$ cat src/rtl/fan_pkg.sv
`default_nettype none
// ============================================================================
//  Module      : fan_pkg
//  Description : Shared types, duty constants and ramp helpers for the fan
//                speed sequencing controller.
//  Revision    : 1.0 - initial release
// ============================================================================
package fan_pkg;

    // Controller state, derived each cycle from applied speed vs. target
    typedef enum logic [1:0] {
        IDLE = 2'd0,
        UP   = 2'd1,
        DOWN = 2'd2,
        HOLD = 2'd3
    } state_t;

    // Temperature zone
    typedef enum logic [1:0] {
        Z_OFF  = 2'd0,
        Z_MID  = 2'd1,
        Z_FULL = 2'd2
    } zone_t;

    localparam logic [7:0] SPD_OFF     = 8'd0;
    localparam logic [7:0] SPD_MID     = 8'd128;
    localparam logic [7:0] SPD_FULL    = 8'd255;
    localparam logic [7:0] PERIOD_LAST = 8'd255;

    // Duty value associated with a zone
    function automatic logic [7:0] zone_speed(input zone_t z);
        logic [7:0] v;
        case (z)
            Z_MID:   v = SPD_MID;
            Z_FULL:  v = SPD_FULL;
            default: v = SPD_OFF;
        endcase
        return v;
    endfunction

    // One ramp step toward tgt, clamped so it never passes tgt, 0 or 255.
    // Done in 9 bits so the add/subtract cannot wrap before clamping.
    function automatic logic [7:0] ramp_step(input logic [7:0] cur,
                                             input logic [7:0] tgt,
                                             input logic [7:0] step);
        logic [8:0] w_sum;
        logic [8:0] w_dif;
        logic [7:0] v;
        w_sum = {1'b0, cur} + {1'b0, step};
        w_dif = {1'b0, cur} - {1'b0, step};
        if (cur < tgt) begin
            v = (w_sum > {1'b0, tgt}) ? tgt : w_sum[7:0];
        end else if (cur > tgt) begin
            // Borrow out of bit 8 means the subtraction went below zero
            if (w_dif[8] || (w_dif[7:0] < tgt)) begin
                v = tgt;
            end else begin
                v = w_dif[7:0];
            end
        end else begin
            v = cur;
        end
        return v;
    endfunction

endpackage
`default_nettype wire

$ cat src/rtl/fan_zone_detect.sv
`default_nettype none
// ============================================================================
//  Module      : fan_zone_detect
//  Description : Temperature zone register with hysteresis on downward moves.
//                Zone changes only on a qualified temperature sample.
//  Revision    : 1.0 - initial release
// ============================================================================
module fan_zone_detect
    import fan_pkg::*;
#(
    parameter int unsigned T_LOW  = 25,
    parameter int unsigned T_HIGH = 35,
    parameter int unsigned HYST   = 2
) (
    input  logic       clk,
    input  logic       arst,
    input  logic [7:0] i_temp,
    input  logic       i_temp_valid,
    output zone_t      o_zone
);

    localparam logic [7:0] c_low_up  = 8'(T_LOW);
    localparam logic [7:0] c_low_dn  = 8'(T_LOW - HYST);
    localparam logic [7:0] c_high_up = 8'(T_HIGH);
    localparam logic [7:0] c_high_dn = 8'(T_HIGH - HYST);

    logic  w_ge_low;
    logic  w_ge_high;
    logic  w_lt_low_dn;
    logic  w_lt_high_dn;
    zone_t r_zone;

    assign w_ge_low     = (i_temp >= c_low_up);
    assign w_ge_high    = (i_temp >= c_high_up);
    assign w_lt_low_dn  = (i_temp <  c_low_dn);
    assign w_lt_high_dn = (i_temp <  c_high_dn);

    // Zone transitions: upward on plain thresholds, downward on thresholds
    // lowered by the hysteresis band
    always_ff @(posedge clk or posedge arst) begin
        if (arst) begin
            r_zone <= Z_OFF;
        end else if (i_temp_valid) begin
            case (r_zone)
                Z_OFF: begin
                    if (w_ge_high)     r_zone <= Z_FULL;
                    else if (w_ge_low) r_zone <= Z_MID;
                end
                Z_MID: begin
                    if (w_ge_high)        r_zone <= Z_FULL;
                    else if (w_lt_low_dn) r_zone <= Z_OFF;
                end
                Z_FULL: begin
                    if (w_lt_low_dn)       r_zone <= Z_OFF;
                    else if (w_lt_high_dn) r_zone <= Z_MID;
                end
                default: r_zone <= Z_OFF;
            endcase
        end
    end

    assign o_zone = r_zone;

endmodule
`default_nettype wire

$ cat src/rtl/fan_speed_ctrl.sv
`default_nettype none
// ============================================================================
//  Module      : fan_speed_ctrl
//  Description : Selects a duty target (temperature zone or manual request)
//                and ramps the applied PWM duty toward it in bounded steps,
//                changing it only at 256-cycle PWM period boundaries.
//  Revision    : 1.0 - initial release
// ============================================================================
module fan_speed_ctrl
    import fan_pkg::*;
#(
    parameter int unsigned STEP   = 8,
    parameter int unsigned T_LOW  = 25,
    parameter int unsigned T_HIGH = 35,
    parameter int unsigned HYST   = 2
) (
    input  logic       clk,
    input  logic       arst,
    input  logic [7:0] i_temp,
    input  logic       i_temp_valid,
    input  logic       i_auto_en,
    input  logic       i_man_req,
    input  logic [7:0] i_man_speed,
    output logic       o_man_ack,
    output logic [7:0] o_speed,
    output logic [7:0] o_target,
    output logic       o_ramping,
    output logic       o_period_start
);

    localparam logic [7:0] c_step = 8'(STEP);

    logic [7:0] r_cnt;
    logic       r_req_d;
    logic       r_take;
    logic       r_ack;
    logic [7:0] r_man_tgt;
    logic [7:0] r_target;
    logic [7:0] r_speed;
    state_t     r_state;
    zone_t      w_zone;
    logic       w_req_rise;

    fan_zone_detect #(
        .T_LOW  (T_LOW),
        .T_HIGH (T_HIGH),
        .HYST   (HYST)
    ) u_zone (
        .clk          (clk),
        .arst         (arst),
        .i_temp       (i_temp),
        .i_temp_valid (i_temp_valid),
        .o_zone       (w_zone)
    );

    // Free-running PWM period counter
    always_ff @(posedge clk or posedge arst) begin
        if (arst) begin
            r_cnt <= 8'd0;
        end else begin
            r_cnt <= r_cnt + 8'd1;
        end
    end

    // A held request counts once: only a low-to-high level is accepted
    assign w_req_rise = i_man_req & ~r_req_d;

    // Manual handshake: latch the request value, acknowledge one cycle later
    // so the ack lines up with the target register picking the value up
    always_ff @(posedge clk or posedge arst) begin
        if (arst) begin
            r_req_d   <= 1'b0;
            r_take    <= 1'b0;
            r_ack     <= 1'b0;
            r_man_tgt <= 8'd0;
        end else begin
            r_req_d <= i_man_req;
            r_take  <= w_req_rise;
            r_ack   <= r_take;
            if (w_req_rise) begin
                r_man_tgt <= i_man_speed;
            end
        end
    end

    // Target mux, registered; follows its source without waiting for a period
    always_ff @(posedge clk or posedge arst) begin
        if (arst) begin
            r_target <= 8'd0;
        end else begin
            r_target <= i_auto_en ? zone_speed(w_zone) : r_man_tgt;
        end
    end

    // Applied duty moves one step on the last cycle of each period only
    always_ff @(posedge clk or posedge arst) begin
        if (arst) begin
            r_speed <= 8'd0;
        end else if (r_cnt == PERIOD_LAST) begin
            r_speed <= ramp_step(r_speed, r_target, c_step);
        end
    end

    // Controller state from registered speed vs. target
    always_ff @(posedge clk or posedge arst) begin
        if (arst) begin
            r_state <= IDLE;
        end else if ((r_speed == 8'd0) && (r_target == 8'd0)) begin
            r_state <= IDLE;
        end else if (r_speed < r_target) begin
            r_state <= UP;
        end else if (r_speed > r_target) begin
            r_state <= DOWN;
        end else begin
            r_state <= HOLD;
        end
    end

    assign o_man_ack      = r_ack;
    assign o_speed        = r_speed;
    assign o_target       = r_target;
    assign o_ramping      = (r_state == UP) || (r_state == DOWN);
    assign o_period_start = (r_cnt == 8'd0);

endmodule
`default_nettype wire

$ cat config.mk
export PLATFORM = sky130hd
export DESIGN_NAME = fan_speed_ctrl
export DESIGN_NICKNAME = d
export VERILOG_FILES = /design/src/rtl/fan_pkg.sv /design/src/rtl/fan_zone_detect.sv /design/src/rtl/fan_speed_ctrl.sv
export SDC_FILE = /design/constraint.sdc
export NUM_CORES = 1
export LEC_CHECK = 0
export ABC_CLOCK_PERIOD_IN_PS = 2600
export BUFFER_PORTS_ARGS = -buffer_cell sky130_fd_sc_hd__buf_2
export CORE_AREA = 5 5 75 77
export DETAILED_ROUTE_END_ITERATION = 8
export DIE_AREA = 0 0 80 82
export PLACE_DENSITY = 0.75
export SLEW_MARGIN = 20
export SYNTH_ARGS = -nofsm -noshare
export SYNTH_HDL_FRONTEND = slang
export SYNTH_SLANG_ARGS = --single-unit
$ cat constraint.sdc
create_clock -name clk -period 2.6 [get_ports clk]
set_input_delay 0.52 -clock clk [delete_from_list [all_inputs] [get_ports clk]]
set_output_delay 0.52 -clock clk [all_outputs]
set_load 0.1 [all_outputs]
==> qor.yml, run 1 <==
tns_ns: 0
syn_inst: 242
antenna_found_initial: 0
yosysWarnings: 0
ys_seq_elements: 39
nFillCells: 435
initial_core_util: 0.487
die_x_um: 80
totalPowerFinal_mw: 2.38
cp-endpoint: "o_speed[2]"
worst_pin_slew_ns: 0.495
fin_worst_skew_ns: 0.00656
area_growth_pct: 30.9
timing.max_cap.violations: 0
fin_crit_ns: 2.59
start_kind: "flop"
synth_area_sq_um: 2410
grt_pass1_vias: 1949
root_buffer: "clkbuf_8"
min_period_over_period: 0.996
multi_input_area_sq_um: 1490
worst_setup_path_end_kind: "flop"
drv_slew: 0
ff2ff_setup_slack_ns: 0.01
rows: 26
postLayoutCoreUtil: 0.638
dp_slack_ns: -0.0344
slew_headroom: 0.672
leakagePower_nw: 1.51
drtPass1Iterations: 4
crit_path_start: "o_speed[5]"
fmax_ghz: 0.386
layout_setup_ws_ns: 0.0115
h-tree-depth: 2
status: "finished clean"
worstSetupPathType: "flop to flop"
hpwl_um: 4410
clkLatencyLatePin_ns: 0.29
reg2reg_depth: 9
viasPerCell: 5.33
core_region_area_sq_um: 4940
drt_iter0_drc: 138
wl_per_cell_um: 15.2
cts_sinks: 39
power.density_nw_per_um2: 756
cts_tree: "yes"
ys_seq_area_frac: 0.405
boundaryPins: 40
critPathRequiredTime_ns: 2.77
gp_congestion: 0.907
port_buffers: 39
syn_area_per_cell_sq_um: 9.95
regToRegStartpoint: "o_speed[5]"
synth_top_cell_by_area: "dfrtp_1"
antenna_cells: 0
hold_violations: 0
synth_top_area_share: 0.405
cp_max_fo: 4
synth_nets: 288
wirelength_um: 5710
regArea_sq_um: 1000
cts_max_path_buffers: 2
synthTopCellsByArea: "dfrtp_1 41%, ha_1 13%, inv_1 4.2%, o21ai_0 3.9%, nand3_1 3.1%"
synthFlopType: "dfrtp_1"
r2r_end: "o_speed[2]"
grtUsageTotal: 0.184
dr_total_vias: 2005
postRouteAntennaNets: 0
clk_pin_slew_ns: 0.08
ys_types: 49
peakVddDrop_v: 0.000487
fp.dieH_um: 82
drive_above_1_share: 0.386
drc_errors: 0
grt_max_degree: 40
grt_pass1_wl_um: 9160
synth-edff-count: 0
cts_made_buffers: 5
rsz0062_at_grt: "true"
die_area_sq_um: 6560
synthArstFlopShare: 1.00
holdCritPathClass: "input pin to asynchronous set/reset pin"
placed_area_sq_um: 2890
final_area_sq_um: 3150
setup_viol_count_final: 0
crit_arrival_ns: 2.76
nets: 351
overflow: 0
-- synthesized netlist by cell type (all sizes together) (2+ instances only) --
cell type / n
dfrtp: 39
inv: 27
ha: 25
o21ai: 23
nand2: 17
nand3: 15
a21oi: 8
nor3: 8
xnor2: 8
mux2: 7
nor2: 7
mux2i: 5
xor2: 5
clkbuf: 3
nor4: 3
o21bai: 3
a211oi: 2
a21boi: 2
a21o: 2
a221oi: 2
a222oi: 2
a31oi: 2
and3: 2
nand4: 2
nor2b: 2
or2: 2
or3: 2
or4: 2
-- worst max-delay path, stage by stage, from the launching register on --
cell	delay, ns
dfrtp_4	0.49
or3_4	0.43
xnor2_4	0.19
ha_4	0.23
o21ai_2	0.13
nor2_2	0.07
or2_4	0.25
o21ai_4	0.21
o2bb2ai_4	0.16
mux2_4	0.31
-- how the worst min path moves through the flow --
stage | slack [ns] | endpoint | from | depth (start not counted)
after global placement | 0.34 | o_man_ack | r_take | 0
after CTS | 0.34 | r_man_tgt[7] | arst | 3
after floorplan | 0.33 | o_man_ack | r_take | 0
after detailed placement | 0.34 | o_man_ack | r_take | 0
after global routing | 0.34 | r_req_d | i_man_req | 1
final | 0.33 | r_man_tgt[7] | arst | 3
-- stage by stage --
step	hold WS [ns]	instances
floorplan	0.331	242
global placement	0.336	360
detailed placement	0.337	360
CTS	0.338	373
global route	0.341	376
finish	0.326	376
-- sequential cells by signal, indices dropped and copies added (netlist names) --
register / cells
u_zone.o_zone: 2
r_take: 1
o_speed: 8
r_man_tgt: 8
r_req_d: 1
r_state: 2
o_target: 8
r_cnt: 8
o_man_ack: 1
-- repair_timing --
action	CTS	global route
setup endpoints to repair	5	9
resized for setup	3	14
setup buffers	5	3
hold buffers	0	0
cloned	0	0
pin swaps	6	10
-- layout make-up --
| class | instances | share of cell area |
|---|---|---|
| clock inverters | 2 | 0.0119 |
| multi-input cells | 173 | 0.473 |
| inverters | 27 | 0.0321 |
| flip-flops and latches | 39 | 0.317 |
| clock buffers | 6 | 0.0230 |
| repair buffers | 59 | 0.115 |
| well taps | 70 | 0.0278 |
-- layout by cell type (no fill, tap or decap), types with 3 or more instances in the layout --
cell,synthesis,layout
xor2_1,5,4
nand3_1,15,14
buf_2,0,38
xnor2_1,8,5
ha_1,25,23
nor2_1,7,6
dfrtp_2,0,10
a21oi_2,2,4
dfrtp_1,39,26
mux2i_1,5,5
o21bai_1,3,3
inv_1,27,25
dfrtp_4,0,3
o21ai_0,19,18
buf_4,0,19
mux2_4,0,3
nand2_1,17,17
clkbuf_8,0,5
a21oi_1,6,3
nor3_1,7,6
-- metal layers --
layer	share of wire	wire [um]	vias to the layer above	GRT usage
li1	-	-	989	-
met1	0.43	2430	954	0.218
met2	0.51	2910	51	0.329
met3	0.046	260	11	0.0351
met4	0.019	108	0	0.0726
met5	0	0	-	0
-- report_power, final --
| group | switching [mW] | internal [mW] |
|---|---|---|
| sequential | 0.0721 | 0.692 |
| combinational | 0.770 | 0.352 |
| clock | 0.210 | 0.286 |
| total | 1.05 | 1.33 |
-- cell families after synthesis --
family	Yosys count	synth area share
buffers and inverters	30	0.0468
DFF	39	0.405
AOI/OAI and AO/OA	56	0.167
adders and majority gates	25	0.130
and+or+nand+nor	67	0.151
xor gates and xnor gates	13	0.0473
muxes	12	0.0535
Note: power is estimated with default switching activity, not from simulation.
==> run 2: changes to the inputs <==
Settings changed: RECOVER_POWER set to 25.
==> qor.yml, run 2 (synthesis results as in run 1) <==
rsz0062_at_grt: "true"
drtPass1Iterations: 4
hold_violations: 0
cts_tree: "yes"
antenna_found_initial: 0
area_growth_pct: 30.8
cts_sinks: 39
root_buffer: "clkbuf_8"
grt_pass1_wl_um: 9160
gp_congestion: 0.907
h-tree-depth: 2
fin_worst_skew_ns: 0.00650
clkLatencyLatePin_ns: 0.29
cp_max_fo: 4
drc_errors: 0
dp_slack_ns: -0.0344
placed_area_sq_um: 2890
cts_hold_buffers: 0
worst_pin_slew_ns: 0.931
drive_above_1_share: 0.382
viasPerCell: 5.34
nets: 351
critPathRequiredTime_ns: 2.77
clk_pin_slew_ns: 0.07
cts_max_path_buffers: 2
die_area_sq_um: 6560
setup_viol_count_final: 0
worst_setup_path_end_kind: "flop"
fp.dieH_um: 82
postRouteAntennaNets: 0
worstSetupPathType: "flop to flop"
cts_made_buffers: 5
die_x_um: 80
grtUsageTotal: 0.184
power.density_nw_per_um2: 756
min_period_over_period: 0.996
overflow: 0
wirelength_um: 5740
crit_arrival_ns: 2.76
holdCritPathClass: "input pin to flop"
nFillCells: 436
antenna_cells: 0
layout_setup_ws_ns: 0.0113
grt_max_degree: 40
core_region_area_sq_um: 4940
status: "finished clean"
timing.max_cap.violations: 0
dr_total_vias: 2008
fin_crit_ns: 2.59
layout_commonest_cell: "buf_2"
peakVddDrop_v: 0.000487
wl_per_cell_um: 15.3
fmax_ghz: 0.386
tns_ns: 0
port_buffers: 39
drv_slew: 0
rows: 26
initial_core_util: 0.487
drt_iter0_drc: 138
totalPowerFinal_mw: 2.38
grt_pass1_vias: 1949
final_cell_mix: "38 x buf_2, 26 x inv_1, 26 x dfrtp_1, 23 x ha_1"
leakagePower_nw: 1.51
postLayoutCoreUtil: 0.637
slew_headroom: 0.380
hpwl_um: 4410
final_area_sq_um: 3150
boundaryPins: 40
start_kind: "flop"
[run 2: metal layers]
metal,vias up,part of all wire,track usage
met5,-,0,0
met4,0,0.019,0.0726
met3,11,0.044,0.0351
met2,53,0.51,0.329
met1,955,0.43,0.218
li1,989,-,-
[run 2: path summary, 6_finish.rpt]
check                           startpoint           end  slack (ns)  depth (start not counted)
worst max-delay path            o_speed[5]    o_speed[0]        0.01                          9
worst min-delay path             i_man_req       r_req_d        0.34                          1
worst max register to register  o_speed[5]    o_speed[0]        0.01                          9
worst min register to register      r_take     o_man_ack        0.35                          0
max in group asynchronous             arst    o_speed[4]        1.42                          3
min in group asynchronous             arst  r_man_tgt[7]        0.50                          3
[run 2: cell type report]
type	count	area (sq um)	area share
Clock inverter	2	37.5	0.0119
Tap cell	70	87.6	0.0278
Multi-Input combinational cell	173	1490	0.473
Timing Repair Buffer	59	362	0.115
Inverter	27	101	0.0322
Sequential cell	39	1000	0.317
Clock buffer	6	72.6	0.0230
[run 2: timing repair]
item	4_1_cts	5_1_grt
setup buffers	5	3
gates resized for setup	3	14
pin swaps	6	10
setup endpoints to repair	5	9
[run 2: where the power goes]
group          switching, mW  internal (mW)
logic                  0.770          0.352
clock network          0.210          0.286
registers             0.0725          0.692
total                   1.05           1.33
[run 2: per-stage QoR]
stage	instances	hold slack, ns
2_1_floorplan	242	0.331
3_3_place_gp	360	0.336
3_5_place_dp	360	0.337
4_1_cts	373	0.338
5_1_grt	376	0.341
6_report	376	0.344
[run 2: worst max-delay path, cell delays in order (launching register included)]
cell and delay, ns:
dfrtp_4 0.49, or3_4 0.43, xnor2_4 0.19, ha_4 0.23, o21ai_2 0.13, nor2_2 0.07
or2_4 0.25, o21ai_4 0.21, o2bb2ai_4 0.16, mux2_4 0.31
==> run 3: changes to the inputs <==
Settings changed: ABC_AREA set to 1, CORE_AREA 5 5 75 77 to 5 5 78 80, DIE_AREA 0 0 80 82 to 0 0 83 85.
==> qor.yml, run 3 <==
start_kind: "flop"
pwr-share-seq: 0.300
die_area_sq_um: 7060
core_region_area_sq_um: 5340
final_cell_mix: "73 x nand2_1, 50 x inv_1, 39 x buf_2, 35 x dfrtp_1, 32 x nor2_1"
clkPwrFrac: 0.242
worstSetupPathType: "flop to flop"
port_buffers: 39
drive_above_1_share: 0.216
cts_sinks: 39
cts_hold_buffers: 0
power.density_nw_per_um2: 804
layout_commonest_cell: "nand2_1"
rows: 27
syn_area_per_cell_sq_um: 7.87
grtUsageTotal: 0.173
timing.max_cap.violations: 0
syn_inst: 335
initial_core_util: 0.494
synthArstFlopShare: 1.00
cts_max_path_buffers: 2
root_buffer: "clkbuf_8"
holdCritPathClass: "input pin to flop"
fmax_ghz: 0.418
hpwl_um: 4470
dr_total_vias: 2292
clk_pin_slew_ns: 0.08
synth_top_cell_by_area: "dfrtp_1"
min_period_over_period: 0.919
postRouteAntennaNets: 0
synthFlopType: "dfrtp_1"
overflow: 0
p_int_mw: 1.35
synth-edff-count: 0
antenna_cells: 0
leakagePower_nw: 1.62
boundaryPins: 40
fp.dieH_um: 85
postLayoutCoreUtil: 0.575
tns_ns: 0
critPathRequiredTime_ns: 2.79
path_cells: "inv_2, ha_1, nand2_1, xor2_1, inv_1, ha_1, a21o_1, nor2_1, nand2_2, nand3_1, nand3_2, nand2_1, nand2_1"
yosysWarnings: 0
die_x_um: 83
clkLatencyLatePin_ns: 0.29
synth_nets: 381
ys_types: 34
antenna_found_initial: 0
cts_tree: "yes"
synth_area_sq_um: 2640
synth-compound-area-share: 0.0892
nets: 425
h-tree-depth: 2
rsz0062_at_grt: "false"
grt_pass1_vias: 2181
synth_top_area_share: 0.370
switchingPower_mw: 1.11
synthAdderAreaFrac: 0.119
area_growth_pct: 16.4
cts_made_buffers: 5
gp_congestion: 0.914
yosys.area_share.simple: 0.291
netlist_top_cells_count: "74 x nand2_1, 51 x inv_1, 39 x dfrtp_1"
worst_setup_path_end_kind: "flop"
drt_iter0_drc: 230
synth-xor-area-share: 0.0398
drv_slew: 0
crit_arrival_ns: 2.58
crit_slowest_cell: "dfrtp_4"
synthTopCellsByArea: "dfrtp_1 37%, ha_1 12%, nand2_1 11%, inv_1 7.3%, nand3_1 4.7%"
synth.most_common_cell: "nand2_1"
fin_worst_skew_ns: 0.00643
slew_headroom: 0.369
comb_power_share: 0.457
synth_top_family_by_area: "simple AND/OR/NAND/NOR gates"
hold_slack_ns: 0.351
setup_viol_count_final: 0
worst_path_largest_cell_delay_ns: 0.52
ys_seq_area_frac: 0.370
grt_max_degree: 40
grt_pass1_wl_um: 10000
worst_pin_slew_ns: 0.946
totalPowerFinal_mw: 2.47
drtPass1Iterations: 4
swShare: 0.451
fin_crit_ns: 2.39
ys_seq_elements: 39
status: "finished clean"
wl_per_cell_um: 12.6
viasPerCell: 5.07
path_common_cell: "nand2_1"
drc_errors: 0
wirelength_um: 5690
hold_violations: 0
muxShareOfSynthArea: 0
cp_max_fo: 7
peakVddDrop_v: 0.000532
[run 3: changes by cell type in the layout (fill, tap and decap cells not counted), sizes merged, moves of 3 or more]
cell and change:
nand2 +63, o21bai -3, inv +30, buf -18
nand3 +14, nand4 +6, o21ai -4, mux2 -7
xor2 +6, a21oi +4, nor2 +29, nor3 -6
xnor2 -7, mux2i -5
[run 3: power groups by stage]
stage	Clock [mW]	Sequential, mW	Combinational (mW)
2_1_floorplan	0	1.05	0.580
3_3_place_gp	0	0.753	1.11
3_5_place_dp	0	0.753	1.13
4_1_cts	0.612	0.742	1.13
5_1_grt	0.641	0.753	1.24
6_report	0.598	0.741	1.13
[run 3: repair_timing]
action	in CTS	in global routing
setup endpoints to repair	0	5
resized for setup	0	2
buffers inserted	0	0
[run 3: through the flow]
stage	area [sq um]	worst slack (ns)	instances
finish	3070	0.210	452
global route	3070	0.0165	452
CTS	3070	0.159	452
detailed placement	2930	0.176	444
global placement	2930	0.240	444
floorplan	2660	0.0429	335
[run 3: area by class of cell]
type / count / area [sq um]
well taps: 72 / 90.1
clock inverters: 3 / 67.6
flip-flops and latches: 39 / 983
clock buffers: 5 / 68.8
fillers: 524 / 2270
inverters: 57 / 214
repair buffers: 41 / 208
multi-input cells: 235 / 1440
[run 3: critical path, delay by kind of cell (launching register included)]
family	cells	cell delay, ns
simple gates	7	0.78
compound gates	1	0.16
flops	1	0.52
fa+ha+maj	2	0.48
buf+inv	2	0.17
xor+xnor	1	0.18
[run 3: logic make-up (layout without fill, tap and decap cells)]
logic type,count (synthesis),in the layout
simple gates,160,160
buf+inv,61,106
flops,39,39
compound gates,38,38
fa+ha+maj,25,25
xor+xnor,12,12
[run 3: path summary, 6_finish.rpt]
kind | start | end | slack, ns | depth (start not counted)
setup / recovery | o_speed[3] | o_speed[2] | 0.21 | 13
hold / removal | i_man_req | r_req_d | 0.35 | 1
setup reg to reg | o_speed[3] | o_speed[2] | 0.21 | 13
hold reg to reg | r_take | o_man_ack | 0.36 | 0
max in group asynchronous | arst | o_speed[3] | 1.40 | 3
min in group asynchronous | arst | o_man_ack | 0.51 | 3
[run 3: layer usage]
layer	routed length [um]	global-route usage	vias up
li1	-	-	1162
met1	2550	0.217	1069
met2	2810	0.299	51
met3	247	0.0350	10
met4	82	0.0550	0
met5	0	0	-
